[src/rtl/seg7_scan_if.sv]
// seg7_scan_if: valid/ready load bundle carrying one nibble per digit.
interface seg7_scan_if #(parameter int NUM_DIGITS = 4);
    logic                    load_valid;
    logic                    load_ready;
    logic [4*NUM_DIGITS-1:0] load_data;
    modport master (output load_valid, output load_data, input load_ready);
    modport slave (input load_valid, input load_data, output load_ready);
endinterface

[src/rtl/seg7_scan_ctrl.sv]
// seg7_scan_ctrl: time-multiplexed 7-seg scanner with blank guard and frame-aligned loads.
// Define SEG7_LZ_BLANK_EN to blank leading-zero digits.
module seg7_scan_ctrl #(
    parameter int NUM_DIGITS = 4,
    parameter int DIV        = 50000,
    parameter int BLANK_CYC  = 16
) (
    input  logic                  clk,
    input  logic                  rst,
    input  logic                  enable,
    seg7_scan_if.slave            ld,
    output logic [3:0]            dec_in,
    input  logic [6:0]            dec_seg,
    output logic [6:0]            seg,
    output logic [NUM_DIGITS-1:0] an,
    output logic                  frame_done
);
    localparam int CMAX = DIV > BLANK_CYC ? DIV : BLANK_CYC;
    localparam int CW = CMAX > 1 ? $clog2(CMAX) : 1;
    localparam int IW = $clog2(NUM_DIGITS);
    localparam logic [CW-1:0] DIV_T = CW'(DIV - 1);
    localparam logic [CW-1:0] BLANK_T = CW'(BLANK_CYC - 1);
    localparam logic [IW-1:0] LAST = IW'(NUM_DIGITS - 1);

    typedef enum logic [1:0] {OFF, BLANK, SHOW} state_t;

    state_t                     state;
    logic [CW-1:0]              cnt;
    logic [IW-1:0]              idx, idx_next;
    logic [NUM_DIGITS-1:0][3:0] display, shadow, disp_next;
    logic                       pending, wrap, commit, lit;

    assign ld.load_ready = ~pending;
    assign wrap = enable && state == SHOW && cnt == DIV_T && idx == LAST;
    // In OFF no frame is in flight, so a pending value can land immediately.
    assign commit = pending && (state == OFF || wrap);
    assign disp_next = commit ? shadow : display;
    assign idx_next = idx == LAST ? '0 : idx + 1'b1;

`ifdef SEG7_LZ_BLANK_EN
    logic [IW-1:0] lz_max;

    function automatic logic [IW-1:0] top_digit(input logic [NUM_DIGITS-1:0][3:0] v);
        top_digit = '0;
        for (int i = 1; i < NUM_DIGITS; i++)
            if (v[i] != 4'h0) top_digit = IW'(i);
    endfunction

    always_ff @(posedge clk or posedge rst)
        if (rst) lz_max <= '0;
        else if (commit) lz_max <= top_digit(shadow);

    assign lit = idx <= lz_max;
`else
    assign lit = 1'b1;
`endif

    always_ff @(posedge clk or posedge rst) begin
        if (rst) begin
            state      <= OFF;
            idx        <= '0;
            cnt        <= '0;
            seg        <= 7'h7F;
            an         <= '1;
            dec_in     <= 4'h0;
            frame_done <= 1'b0;
            display    <= '0;
            shadow     <= '0;
            pending    <= 1'b0;
        end else begin
            frame_done <= 1'b0;
            if (ld.load_valid && !pending) begin
                shadow  <= ld.load_data;
                pending <= 1'b1;
            end
            if (commit) begin
                display <= shadow;
                pending <= 1'b0;
            end
            if (!enable) begin
                state  <= OFF;
                idx    <= '0;
                cnt    <= '0;
                seg    <= 7'h7F;
                an     <= '1;
                dec_in <= 4'h0;
            end else begin
                case (state)
                    OFF: begin
                        state  <= BLANK;
                        idx    <= '0;
                        cnt    <= '0;
                        dec_in <= disp_next[0];
                    end
                    BLANK: begin
                        cnt <= cnt == BLANK_T ? '0 : cnt + 1'b1;
                        if (cnt == BLANK_T) begin
                            state <= SHOW;
                            an    <= lit ? ~(NUM_DIGITS'(1) << idx) : '1;
                            seg   <= lit ? dec_seg : 7'h7F;
                        end
                    end
                    default: begin
                        cnt <= cnt == DIV_T ? '0 : cnt + 1'b1;
                        seg <= cnt != DIV_T && lit ? dec_seg : 7'h7F;
                        if (cnt == DIV_T) begin
                            state      <= BLANK;
                            an         <= '1;
                            idx        <= idx_next;
                            dec_in     <= disp_next[idx_next];
                            frame_done <= idx == LAST;
                        end
                    end
                endcase
            end
        end
    end
endmodule

[src/flat_wrapper.sv]
// flat-port wrapper written by rule: the top's interface ports become plain ports
module seg7_scan_ctrl_flat 
#(
    parameter int NUM_DIGITS = 4,
    parameter int DIV        = 50000,
    parameter int BLANK_CYC  = 16
)
  (clk, rst, enable, dec_in, dec_seg, seg, an, frame_done, ld_load_valid, ld_load_data, ld_load_ready);
  seg7_scan_if #(.NUM_DIGITS(NUM_DIGITS)) ld_i ();
  input  logic clk;
  input  logic rst;
  input  logic enable;
  output logic [3:0] dec_in;
  input  logic [6:0] dec_seg;
  output logic [6:0] seg;
  output logic [NUM_DIGITS-1:0] an;
  output logic frame_done;
  input wire logic [$bits(ld_i.load_valid)-1:0] ld_load_valid;
  input wire logic [$bits(ld_i.load_data)-1:0] ld_load_data;
  output wire logic [$bits(ld_i.load_ready)-1:0] ld_load_ready;
  assign ld_i.load_valid = ld_load_valid;
  assign ld_i.load_data = ld_load_data;
  assign ld_load_ready = ld_i.load_ready;
  seg7_scan_ctrl #(.NUM_DIGITS(NUM_DIGITS), .DIV(DIV), .BLANK_CYC(BLANK_CYC)) u_core (.clk(clk), .rst(rst), .enable(enable), .ld(ld_i), .dec_in(dec_in), .dec_seg(dec_seg), .seg(seg), .an(an), .frame_done(frame_done));
endmodule
[config.mk]
export PLATFORM = sky130hd
export DESIGN_NAME = seg7_scan_ctrl_flat
export DESIGN_NICKNAME = d
export VERILOG_FILES = /design/src/rtl/seg7_scan_if.sv /design/src/rtl/seg7_scan_ctrl.sv /design/src/flat_wrapper.sv
export SDC_FILE = /design/constraint.sdc
export NUM_CORES = 1
export LEC_CHECK = 0
export ABC_AREA = 1
export CORE_MARGIN = 2
export CORE_UTILIZATION = 59
export DETAILED_ROUTE_END_ITERATION = 12
export PLACE_DENSITY = 0.89
export SLEW_MARGIN = 20
export SYNTH_ARGS = -nofsm -noshare
export SYNTH_HDL_FRONTEND = slang
export SYNTH_SLANG_ARGS = --single-unit
[constraint.sdc]
create_clock -name clk -period 5 [get_ports clk]
set_input_delay 1.25 -clock clk [delete_from_list [all_inputs] [get_ports clk]]
set_output_delay 1.25 -clock clk [all_outputs]
set_load 0.1 [all_outputs]
Word level (Yosys, flattened, before mapping)
Index checks and enable logic that the tools add are counted.
{"block": "classes", "addsub": 2, "n_mul": 0, "div_mod_pow": 0, "magnitude_cmp": 1, "eq_ne": 12, "shift": 1, "muxes": 31, "bitwise_logic": 2, "n_reduce_logical": 14}
{"cell": "2-to-1 mux 16 bit", "count": 4}
{"cell": "case mux 16 bit (2 select lines)", "count": 1}
{"cell": "2-to-1 mux 4 bit", "count": 6}
{"cell": "2-to-1 mux 7 bit", "count": 3}
{"cell": "adder 16 x 1 -> 16 bit (second input constant)", "count": 1}
{"cell": "equality test 16 bit (second input constant)", "count": 1}
{"cell": "equality test 16 x 4 -> 1 bit (second input constant)", "count": 1}
{"cell": "!= test 16 bit (second input constant)", "count": 1}
{"cell": "case mux 4 bit (2 select lines)", "count": 2}
{"cell": "case mux 7 bit (2 select lines)", "count": 1}
{"cell": "2-to-1 mux 2 bit", "count": 6}
{"cell": "binary-select mux 4 bit (select 2 bit)", "count": 1}
{"cell": "case mux 2 bit (2 select lines)", "count": 2}
{"cell": "!= test 3 x 1 -> 1 bit (second input constant)", "count": 2}
{"cell": "AND reduction 2 bit", "count": 3}
{"cell": "logical AND 1 bit", "count": 5}
{"cell": "2-to-1 mux 1 bit", "count": 5}
{"cell": "equality test 2 bit (second input constant)", "count": 2}
{"cell": "!= test 2 bit (second input constant)", "count": 2}
{"cell": "!= test 4 x 1 -> 1 bit (second input constant)", "count": 1}
{"cell": "NOT 4 bit", "count": 1}
{"cell": "<< shifter 1 x 2 -> 4 bit (first input constant)", "count": 1}
{"cell": "less-than comparator 2 x 3 -> 1 bit (second input constant)", "count": 1}
{"cell": "!= test 3 x 2 -> 1 bit (second input constant)", "count": 1}
{"cell": "9 further kinds", "count": 9}
{"block": "word_totals", "ff_bits": 69, "latchBits": 0, "ram_bits": 0, "mem_bits_ro": 0, "output_inout_bits": 17, "elab_cells": 79, "mem_count": 0}

Depth between registers and ports, before layout
{"block": "logic_depth", "word_depth": 12, "mapped_depth": 15}

Least setup slack after synthesis
Ideal clock, no wire load.
{"block": "synth_path", "path_kind": "register to output", "startpoint": "register u_core.pending", "endpoint": "output ld_load_ready", "t_arrival_ns": 1.122, "t_required_ns": 3.750, "slack_ns": 2.628, "path_stages_with_launch": 3, "path_buffers": 1, "cell_sequence": "dfrtp_1 buf_2 inv_1"}
{"block": "synth_via", "elab_chain_len": 1}
{"item": "start, declared", "line": "seg7_scan_ctrl.sv:31", "text": "logic pending, wrap, commit, lit;"}
{"item": "start signal, assigned", "line": "seg7_scan_ctrl.sv:69", "text": "pending <= 1'b0;"}
{"item": "start signal, assigned", "line": "seg7_scan_ctrl.sv:74", "text": "pending <= 1'b1;"}
{"item": "start signal, assigned", "line": "seg7_scan_ctrl.sv:78", "text": "pending <= 1'b0;"}
{"item": "NOT 1 bit", "line": "seg7_scan_ctrl.sv:33", "text": "assign ld.load_ready = ~pending;"}
{"item": "end, declared", "line": "flat_wrapper.sv:20", "text": "output wire logic [$bits(ld_i.load_ready)-1:0] ld_load_ready;"}
No other way between the ends.

Worst setup path after layout
Same ends and word-level chain as after synthesis.

==> results <==
- The run finished with clean final reports.
- Setup repair after global routing left no endpoint under its margin.
- For this run, global-route usage on met3 was measured as 0.0645.
- The congestion estimate from routability-driven global placement came to slightly above 0.8.
- The final max-slew violation count was 0.
- The worst setup path is captured at an output pin.
- Synthesis inferred 69 register bits.
- The clock tree from TritonCTS is yes.
- From left edge to right edge, the die measures 80.0 microns.
- During synthesis, Yosys emitted a total of 0 warnings.
- Compared with the post-synthesis result, the final layout area differs by 19.5%.
- STA classifies the critical path startpoint as a flop.
- The routed length per instance is 13.1 microns.
- The first global-routing pass estimated 12200 microns of wire.
- The most congested layer reported by global routing is met2.
- The post-CTS setup buffer count is 0.
- In this run the worst path has a maximum fanout of 18.
- The largest net degree at the start of global routing is 46.
- The achievable frequency is between 200 and 300 MHz.
- In this run, post-CTS repair resized a total of 0 instances.
- The sequential cell area fraction in the yosys report is 0.511.
- 0 antenna diodes ended up in the layout.
- In the global route stage, overall resource usage came out at 0.246.
- In this design, the stage delay of the slowest critical-path cell is approximately 1.2 ns.
- The starting density of the core is 0.614.
- The fraction of met2 tracks used by global routing is 0.426.
- The worst-skew pair later-pin latency is 0.34 ns.
- The largest clock skew in the final design is a little over 0.005 ns.
- The number of buffers created by CTS is 9.
- The floorplan step defined a core boundary enclosing roughly 5500 sq um.
- The number of antenna violations at the first check in global routing is 0.
- The count of distinct cell types in the synthesized netlist is 34.
- Data on the critical path arrives at its endpoint at 2.27 ns.
- Input and output buffers added on the ports amount to 43.
- The number of ports placed on the die boundary is 44.
- The library cell used as clock root buffer is sky130_fd_sc_hd__clkbuf_8.
- In this run, post-CTS hold repair placed 0 buffers.
- The total overflow left after global routing is 0.
- The number of placed instances, taps included, is 519.
- In the routed design, unresolved DRC markers number 0.
- Setup violations remaining at the end of the flow were counted as 0.
- The analysis attributes to cell leakage a power of just under 2 nW.
- Counting every sink on the clock net gives 69.
- Setup total negative slack on the finished layout was measured at 0 ns.
- The iteration count of the initial detailed-routing pass is 5.
- The total die area is about 6400 sq um.
- The hold violation count in the final report is 0.
- Excluding fillers, the count of instances in the completed layout stands at around 540.
- The power density over the cells is 522 nW/um^2.
- In the synthesized netlist, the number of instances is 411.
- The violation count after the first detailed-routing iteration is 145.
- For the pin with the worst max-slew slack, the measured transition is 0.980 ns.
- The HPWL after detailed placement is 5080 microns.
- The type of the worst setup path is reg -> out.
- The row count is 27.
- Clock-pin slew was measured on the worst setup and hold paths at around 0.07 ns.
- The detail route stage leaves a number of antenna-violating nets equal to 0.
- The number of nets in the synthesized netlist is roughly 440.
- Dividing the final minimum period by the clock period gives 0.704.
- The tightest slew margin relative to the limit is 0.344.
- The met1 track utilization from global routing is 0.294.
- A synthesized cell averages between 8 and 9 sq um.
- The highest-delay cell along the critical path is sky130_fd_sc_hd__clkdlybuf4s50_1.
- The type of the most critical hold path is reg -> reg.
- Walking the worst path, the cells encountered are inv_1 > clkdlybuf4s50_1.
- The worst path required time is around 3.8 ns.
- After detailed routing, the total wire length is ~7000 microns.
- The H-tree was split into 3 levels.
- In the final layout, the share of cells above drive strength 1 is 0.0994.
- The tool flagged a number of max-cap violations equal to 0.
- The number of global-route vias before repair is ~2800.
- No sink is reached through more buffers than the 2 on the longest clock path.
- The via count of the routed design is 2839.
- The height of the die is approximately 80 microns.
- The post-layout net count is a little under 500.
- The post-layout minimum cycle time is 3.52 ns.
- After detailed routing, the number of vias per cell comes to ~5.3.
- The post-synthesis instance area is ~3400 sq um.
- The peak supply drop is about 0.36 mV.
worst max-delay path, delay by kind of cell, from the launching register on:
kind / cells / cell delay (ns)
buffers and inverters: 2 / 1.34
DFF: 1 / 0.58
per-stage QoR:
| stage | utilization | hold slack, ns | cell area (sq um) | worst slack (ns) | power, mW |
|---|---|---|---|---|---|
| floorplan | - | 0.431 | 3400 | 2.03 | 1.52 |
| global placement | 0.701 | 0.447 | 3890 | 1.89 | 1.68 |
| detailed placement | 0.701 | 0.454 | 3890 | 1.82 | 1.71 |
| CTS | 0.734 | 0.463 | 4070 | 1.48 | 2.13 |
| global route | 0.734 | 0.472 | 4070 | 1.38 | 2.26 |
| finish | 0.734 | 0.459 | 4070 | 1.48 | 2.12 |
registers in the layout (all words and copies together) (netlist names), 2 cells and up:
name / cells
u_core.cnt: 16
u_core.display: 16
u_core.dec_in: 4
u_core.seg: 7
u_core.idx: 2
u_core.an: 4
u_core.shadow: 16
u_core.state: 2
cell usage after synthesis:
master	number	area [sq um]
sky130_fd_sc_hd__dfstp_2	11	289
sky130_fd_sc_hd__xnor2_1	1	8.76
sky130_fd_sc_hd__nand2_4	2	22.5
sky130_fd_sc_hd__nor4_1	1	6.26
sky130_fd_sc_hd__nor2_1	49	184
sky130_fd_sc_hd__nor3_1	3	15.0
sky130_fd_sc_hd__and2_1	15	93.8
sky130_fd_sc_hd__nor3b_1	2	15.0
sky130_fd_sc_hd__dfrtp_1	58	1450
sky130_fd_sc_hd__buf_4	2	15.0
sky130_fd_sc_hd__xor2_1	5	43.8
sky130_fd_sc_hd__buf_2	1	5.00
sky130_fd_sc_hd__o22ai_1	3	18.8
sky130_fd_sc_hd__clkbuf_1	3	11.3
sky130_fd_sc_hd__nor3_2	2	20.0
sky130_fd_sc_hd__o21ai_0	13	65.1
sky130_fd_sc_hd__a31oi_1	1	6.26
sky130_fd_sc_hd__nand3_2	1	10.0
sky130_fd_sc_hd__inv_1	60	225
sky130_fd_sc_hd__o311ai_0	1	8.76
sky130_fd_sc_hd__buf_1	1	3.75
sky130_fd_sc_hd__inv_2	1	3.75
sky130_fd_sc_hd__a21oi_1	21	105
sky130_fd_sc_hd__nand3_4	1	17.5
sky130_fd_sc_hd__nor2_4	3	33.8
sky130_fd_sc_hd__ha_1	5	62.6
sky130_fd_sc_hd__clkinv_1	2	7.51
sky130_fd_sc_hd__nor2_2	1	6.26
sky130_fd_sc_hd__nand3_1	52	260
sky130_fd_sc_hd__buf_6	1	11.3
sky130_fd_sc_hd__o21a_1	3	22.5
sky130_fd_sc_hd__nand4_1	4	25.0
sky130_fd_sc_hd__nand2_2	9	56.3
sky130_fd_sc_hd__nand2_1	73	274
power by group:
group	internal, mW	leakage [nW]	total, mW	switching (mW)
sequential	0.740	0.811	0.820	0.0796
clock	0.221	0.0937	0.415	0.194
combinational	0.248	1.05	0.886	0.638
worst paths after layout:
path | startpoint | endpoint | slack, ns | depth (start not counted)
worst max-delay path | u_core.pending$_DFFE_PP0P_ | ld_load_ready | 1.48 | 2
worst min-delay path | u_core.cnt[0]$_DFF_PP0_ | u_core.cnt[0]$_DFF_PP0_ | 0.46 | 1
worst max register to register | u_core.idx[0]$_DFFE_PP0P_ | u_core.dec_in[2]$_DFFE_PP0P_ | 2.69 | 9
worst min register to register | u_core.cnt[0]$_DFF_PP0_ | u_core.cnt[0]$_DFF_PP0_ | 0.46 | 1
max in group asynchronous | rst | u_core.shadow[15]$_DFFE_PP0P_ | 2.74 | 3
min in group asynchronous | rst | u_core.display[7]$_DFF_PP0_ | 1.42 | 2
final cells by class:
cell class                      instances  area, sq um
Sequential cell                        69         1740
Fill cell                             432         1470
Multi-Input combinational cell        271         1380
Timing Repair Buffer                   44          438
Inverter                               63          236
Clock buffer                           15          176
Tap cell                               72         90.1
Clock inverter                          1         5.00
per-layer routing:
layer  share of wire  routed length [microns]
met4           0.016                      115
met3           0.056                      390
met1            0.42                     2950
met2            0.51                     3540
met5               0                        0
cell families after synthesis:
family | share of synthesized area
AOI/OAI and AO/OA | 0.0665
xor gates and xnor gates | 0.0154
buffers and inverters | 0.0831
adders and majority gates | 0.0184
and+or+nand+nor | 0.305
DFF | 0.511
cell usage in the layout, fill, tap and decap left out, drive strengths merged:
cell | synthesis | routed
ha | 5 | 5
buf | 5 | 1
o21a | 3 | 3
clkbuf | 3 | 15
nor3 | 5 | 5
nor4 | 1 | 1
nor2 | 53 | 53
nand2 | 84 | 84
dfstp | 11 | 11
and2 | 15 | 15
inv | 61 | 61
clkinv | 2 | 3
nand3 | 54 | 54
xnor2 | 1 | 1
dfrtp | 58 | 58
nand4 | 4 | 4
xor2 | 5 | 5
a21oi | 21 | 21
clkdlybuf4s50 | 0 | 43
o22ai | 3 | 3
nor3b | 2 | 2
o311ai | 1 | 1
o21ai | 13 | 13
a31oi | 1 | 1
Power figures use the tool's default switching activity.
